$ cat src/rtl/icb_mst_seq.sv
// ---------------------------------------------------------------------------
// icb_mst_seq
//   Command-sequencing ICB master. Host commands (read or write) are queued in
//   a small FIFO. The sequencer issues them one at a time on the ICB write or
//   read channel, waits for the matching acknowledge (with a timeout), and then
//   presents one response per command on the rsp_* handshake.
//
// Ports
//   clk, rst                       clock, asynchronous active-high reset
//   cmd_valid/cmd_ready            host command handshake
//   cmd_wr, cmd_adr, cmd_wdat      command fields (1 = write)
//   icb_wr, icb_wadr, icb_wdat     ICB write request / address / data
//   icb_wack                       ICB write acknowledge
//   icb_rd, icb_radr               ICB read request / address
//   icb_rdat, icb_rack             ICB read data / acknowledge
//   rsp_valid/rsp_ready            response handshake
//   rsp_rdat, rsp_err              read data (0 for writes/timeouts), timeout flag
//   busy                           queue non-empty or a command in progress
// ---------------------------------------------------------------------------
module icb_mst_seq #(
    parameter int AW    = 8,
    parameter int DEPTH = 4,
    parameter int TMO   = 15
) (
    input  logic          clk,
    input  logic          rst,
    input  logic          cmd_valid,
    output logic          cmd_ready,
    input  logic          cmd_wr,
    input  logic [AW-1:0] cmd_adr,
    input  logic [31:0]   cmd_wdat,
    output logic          icb_wr,
    output logic [AW-1:0] icb_wadr,
    output logic [31:0]   icb_wdat,
    input  logic          icb_wack,
    output logic          icb_rd,
    output logic [AW-1:0] icb_radr,
    input  logic [31:0]   icb_rdat,
    input  logic          icb_rack,
    output logic          rsp_valid,
    input  logic          rsp_ready,
    output logic [31:0]   rsp_rdat,
    output logic          rsp_err,
    output logic          busy
);

    localparam int PW = $clog2(DEPTH);
    localparam int CW = PW + 1;
    localparam int EW = AW + 33;                   // {wr, adr, wdat}
    localparam logic [CW-1:0] FULL     = CW'(DEPTH);
    localparam logic [7:0]    TMO_LAST = 8'(TMO - 1);

    typedef enum logic [1:0] {
        S_IDLE = 2'd0,
        S_WR   = 2'd1,
        S_RD   = 2'd2,
        S_RSP  = 2'd3
    } state_t;

    state_t          state_q, state_d;
    logic [PW-1:0]   wr_ptr_q, wr_ptr_d;
    logic [PW-1:0]   rd_ptr_q, rd_ptr_d;
    logic [CW-1:0]   count_q, count_d;
    logic [7:0]      tmo_q, tmo_d;
    logic [AW-1:0]   adr_q, adr_d;
    logic [31:0]     wdat_q, wdat_d;
    logic [31:0]     rsp_rdat_q, rsp_rdat_d;
    logic            rsp_err_q, rsp_err_d;

    logic [EW-1:0]   fifo_mem [DEPTH];
    logic [EW-1:0]   head;
    logic            push;
    logic            pop;

    // Readiness depends only on the current fill level, so a full FIFO refuses
    // a command even in a cycle where the sequencer pops its head.
    assign cmd_ready = (count_q != FULL);
    assign push      = cmd_valid && cmd_ready;
    assign pop       = (state_q == S_IDLE) && (count_q != '0);
    assign head      = fifo_mem[rd_ptr_q];

    // Storage needs no reset: entries are only read once the count says valid.
    always_ff @(posedge clk) begin
        if (push) begin
            fifo_mem[wr_ptr_q] <= {cmd_wr, cmd_adr, cmd_wdat};
        end
    end

    always_comb begin
        wr_ptr_d = push ? wr_ptr_q + PW'(1) : wr_ptr_q;
        rd_ptr_d = pop  ? rd_ptr_q + PW'(1) : rd_ptr_q;
        count_d  = count_q;
        case ({push, pop})
            2'b10:   count_d = count_q + CW'(1);
            2'b01:   count_d = count_q - CW'(1);
            default: count_d = count_q;
        endcase
    end

    // Next-state logic. The acknowledge check precedes the timeout check so an
    // ack on the last allowed cycle still completes normally.
    always_comb begin
        state_d    = state_q;
        tmo_d      = tmo_q;
        adr_d      = adr_q;
        wdat_d     = wdat_q;
        rsp_rdat_d = rsp_rdat_q;
        rsp_err_d  = rsp_err_q;
        unique case (state_q)
            S_IDLE: begin
                if (pop) begin
                    adr_d   = head[EW-2 -: AW];
                    wdat_d  = head[31:0];
                    tmo_d   = '0;
                    state_d = head[EW-1] ? S_WR : S_RD;
                end
            end
            S_WR: begin
                if (icb_wack) begin
                    rsp_rdat_d = '0;
                    rsp_err_d  = 1'b0;
                    state_d    = S_RSP;
                end else if (tmo_q == TMO_LAST) begin
                    rsp_rdat_d = '0;
                    rsp_err_d  = 1'b1;
                    state_d    = S_RSP;
                end else begin
                    tmo_d = tmo_q + 8'd1;
                end
            end
            S_RD: begin
                if (icb_rack) begin
                    rsp_rdat_d = icb_rdat;
                    rsp_err_d  = 1'b0;
                    state_d    = S_RSP;
                end else if (tmo_q == TMO_LAST) begin
                    rsp_rdat_d = '0;
                    rsp_err_d  = 1'b1;
                    state_d    = S_RSP;
                end else begin
                    tmo_d = tmo_q + 8'd1;
                end
            end
            S_RSP: begin
                if (rsp_ready) begin
                    state_d = S_IDLE;
                end
            end
            default: state_d = S_IDLE;
        endcase
    end

    always_ff @(posedge clk or posedge rst) begin
        if (rst) begin
            state_q    <= S_IDLE;
            wr_ptr_q   <= '0;
            rd_ptr_q   <= '0;
            count_q    <= '0;
            tmo_q      <= '0;
            adr_q      <= '0;
            wdat_q     <= '0;
            rsp_rdat_q <= '0;
            rsp_err_q  <= 1'b0;
        end else begin
            state_q    <= state_d;
            wr_ptr_q   <= wr_ptr_d;
            rd_ptr_q   <= rd_ptr_d;
            count_q    <= count_d;
            tmo_q      <= tmo_d;
            adr_q      <= adr_d;
            wdat_q     <= wdat_d;
            rsp_rdat_q <= rsp_rdat_d;
            rsp_err_q  <= rsp_err_d;
        end
    end

    // Request fields are forced to zero outside their own state so nothing
    // stale is ever visible on an idle channel.
    assign icb_wr    = (state_q == S_WR);
    assign icb_rd    = (state_q == S_RD);
    assign icb_wadr  = icb_wr ? adr_q  : '0;
    assign icb_wdat  = icb_wr ? wdat_q : '0;
    assign icb_radr  = icb_rd ? adr_q  : '0;
    assign rsp_valid = (state_q == S_RSP);
    assign rsp_rdat  = rsp_rdat_q;
    assign rsp_err   = rsp_err_q;
    assign busy      = (count_q != '0) || (state_q != S_IDLE);

endmodule

$ cat config.mk
export PLATFORM = sky130hd
export DESIGN_NAME = icb_mst_seq
export DESIGN_NICKNAME = d
export VERILOG_FILES = /design/src/rtl/icb_mst_seq.sv
export SDC_FILE = /design/constraint.sdc
export NUM_CORES = 1
export LEC_CHECK = 0
export ABC_CLOCK_PERIOD_IN_PS = 3990
export CORE_ASPECT_RATIO = 1.2
export CORE_MARGIN = 8
export CORE_UTILIZATION = 50
export DETAILED_ROUTE_END_ITERATION = 16
export GPL_ROUTABILITY_DRIVEN = 0
export PLACE_DENSITY = 0.74
export SLEW_MARGIN = 40
export SYNTH_ARGS = -nofsm -noshare
export SYNTH_HDL_FRONTEND = slang
export SYNTH_SLANG_ARGS = --single-unit
$ cat constraint.sdc
create_clock -name clk -period 3.99 [get_ports clk]
set_clock_uncertainty 0.1 [all_clocks]
set_input_delay 0.798 -clock clk [delete_from_list [all_inputs] [get_ports clk]]
set_output_delay 0.798 -clock clk [all_outputs]
set_load 0.01 [all_outputs]
==> impl_metrics.csv <==
group,metric,value,unit
logic_synthesis,synth_area,9970,um2
grt,grt_pass1_vias,6417,
setup_path,cp-start-kind,"flop",
clock_network,cts-root-buf,"clkbuf_16",
place,portBuffers,164,
detailed_routing,postRouteWirelength,21900,um
setup_path,critPathKind,"flop to output port",
setup_path,required,3090,ps
status,status,"finished clean",
setup_path,critical_path.max_fanout,6,
logic_synthesis,ys_warn_count,0,
detailed_routing,via_per_inst,5.45,
sta,slew_violations,0,
min_path,hold_path_class,"flop to flop",
sta,hold_viol,0,
power,p_leak,4.93,nW
logic_synthesis,async_flop_share,0.354,
grt,grt_use_total,0.179,
cells_and_area,drive_gt1_frac,0.131,
setup_path,cp_top_family,"buffers and inverters",
clock_network,clk_pin_slew,60,ps
sta,worst_pin_slew,597,ps
grt,grt_max_degree,61,
logic_synthesis,synth_nets,723,
power,power.total,9.47,mW
logic_synthesis,synthFlopType,"edfxtp_1",
floorplanning,fp.dieArea,24700,um2
floorplanning,placementRows,56,
detailed_routing,drt_pass1_iterations,4,
sta,rsz0062_at_grt,"no",
setup_path,arrival,2430,ps
logic_synthesis,synth_area_per_cell,15.8,um2
setup_path,path_cells,"inv_1 > ha_1 > nor4b_1 > inv_1 > clkdlybuf4s50_1",
floorplanning,num_io_pins,165,
cells_and_area,diodes,0,
sta,post-route-period-util,0.834,
cells_and_area,final_nets,889,
detailed_routing,drtIter0Drc,359,
logic_synthesis,synth_cell_types,33,
logic_synthesis,synthCells,632,
run,maxCapViolations,0,
detailed_routing,drc,0,
logic_synthesis,synth-edff-count,164,
detailed_routing,avgRoutedWirePerCell,20.3,um
logic_synthesis,ys_ff_latch,254,
sta,relSlewSlack,0.602,
grt,grt_pass1_wl,35300,um
setup_path,slowest_delay,510,ps
place,hpwlAfterDp,13900,um
sta,fmax,301,MHz
grt,antenna_found_initial,1,
setup_path,crit_top_cell,"inv_1",
cells_and_area,area_delta_synth_final,28.6,%
power,p_per_area,738,nW/um2
sta,setup_viol,0,
clock_network,clk_latency,510,ps
setup_path,worst_path_max_delay_cell,"clkdlybuf4s50_1",
sta,fin_tns_setup,0,ps
detailed_routing,num_vias,5867,
clock_network,cts_resized,0,
setup_path,crit_path_end_kind,"output port",
floorplanning,coreArea,19500,um2
logic_synthesis,synth_seq_area_share,0.720,
clock_network,clock_sinks,254,
floorplanning,start_util,0.510,
clock_network,postCtsHoldBufs,0,
clock_network,clock_path_buffers,3,
floorplanning,die_h,171,um
power,ir_drop,0.417,mV
clock_network,cts_buffers,25,
clock_network,ctsHtreeMaxLevel,1,
detailed_routing,ant_nets,0,
sta,whs,370,ps
clock_network,cts_setup_buffers,0,
floorplanning,die_w,145,um
clock_network,cts_tree,"built",
grt,gr-total-overflow,0,
setup_path,critPathBufInv,3,
sta,fin_crit,3330,ps
[worst reg2reg max path, cell delays in order (launching register included)]
cell and delay [ps]:
dfrtp_1 430, inv_1 110, ha_1 390, a22o_1 320
or3_1 540, or4b_1 570, nand3_1 90
[layout by cell type (no fill, tap or decap), types with 5 or more instances in the layout]
master / Yosys / routed
edfxtp_1: 164 / 164
clkdlybuf4s50_1: 0 / 164
nand2_1: 136 / 136
dfrtp_1: 90 / 88
and2_1: 50 / 50
mux4_2: 41 / 41
a22o_1: 33 / 33
clkbuf_16: 0 / 25
inv_1: 13 / 12
ha_1: 11 / 10
buf_4: 0 / 9
nand3_1: 8 / 8
and3_2: 0 / 5
bufinv_16: 0 / 5
[cells in the mapped netlist, drive strengths merged (3+ instances only)]
library cell / n / share of area
xnor2: 4 / 0.0035
nand3: 8 / 0.0040
and3: 9 / 0.0056
mux4: 41 / 0.093
ha: 11 / 0.014
nand2: 136 / 0.051
and2: 50 / 0.031
inv: 14 / 0.0053
nand3b: 3 / 0.0023
or4b: 4 / 0.0040
buf: 9 / 0.0045
clkbuf: 26 / 0.0098
a22o: 33 / 0.029
edfxtp: 164 / 0.49
nor2: 3 / 0.0011
dfrtp: 90 / 0.23
o221ai: 4 / 0.0035
a21oi: 3 / 0.0015
[kinds of logic (layout without fill, tap and decap cells)]
kind of cell / after synthesis / in the layout / synth area share
DFF: 254 / 254 / 0.720
and+or+nand+nor: 220 / 220 / 0.105
buffers and inverters: 49 / 233 / 0.0196
AOI/OAI and AO/OA: 47 / 47 / 0.0393
muxes: 44 / 44 / 0.0959
adders and majority gates: 12 / 12 / 0.0158
xor gates and xnor gates: 6 / 6 / 0.00527
[layout make-up]
class,instances,area (um2)
clock buffers,30,674
clock inverters,15,218
fillers,1337,6730
inverters,14,57.6
multi-input cells,329,2640
flip-flops and latches,254,7180
well taps,261,327
repair buffers,174,1730
[state kept, by name, summed over array words and instances (netlist names)]
name	count
fifo_mem	164
rsp_rdat	32
wdat_q	32
adr_q	8
tmo_q	8
count_q	3
rd_ptr_q	2
state_q	2
wr_ptr_q	2
rsp_err	1
[stage by stage]
| stage | cell area [um2] | utilization | worst slack, ps | std cells |
|---|---|---|---|---|
| detailed placement | 11900 | 0.610 | 1010 | 1032 |
| CTS | 12800 | 0.655 | 451 | 1077 |
| global route | 12800 | 0.656 | 485 | 1077 |
| floorplan | 9970 | - | 757 | 632 |
| finish | 12800 | 0.656 | 664 | 1077 |
| global placement | 11900 | 0.610 | 1150 | 1032 |
[where the power goes]
group | internal, mW | switching [mW]
Sequential | 3.53 | 0.417
Combinational | 1.43 | 1.59
Clock | 1.54 | 0.960
[final timing paths]
check | start | end | slack, ps | cells past startpoint
setup / recovery | state_q[0] | busy | 660 | 5
hold / removal | wdat_q[6] | wdat_q[6] | 370 | 2
setup reg to reg | state_q[0] | tmo_q[3] | 1380 | 6
hold reg to reg | wdat_q[6] | wdat_q[6] | 370 | 2
max in group asynchronous | rst | rsp_rdat[13] | 2540 | 3
min in group asynchronous | rst | rsp_rdat[31] | 660 | 2
[layer usage]
| layer | vias to the layer above | global-route usage | share of wire |
|---|---|---|---|
| met5 | - | 0 | 0.00059 |
| li1 | 2648 | - | - |
| met4 | 2 | 0.0454 | 0.016 |
| met1 | 2975 | 0.216 | 0.41 |
| met2 | 206 | 0.318 | 0.51 |
| met3 | 36 | 0.0431 | 0.066 |
Power figures use the tool's default switching activity.
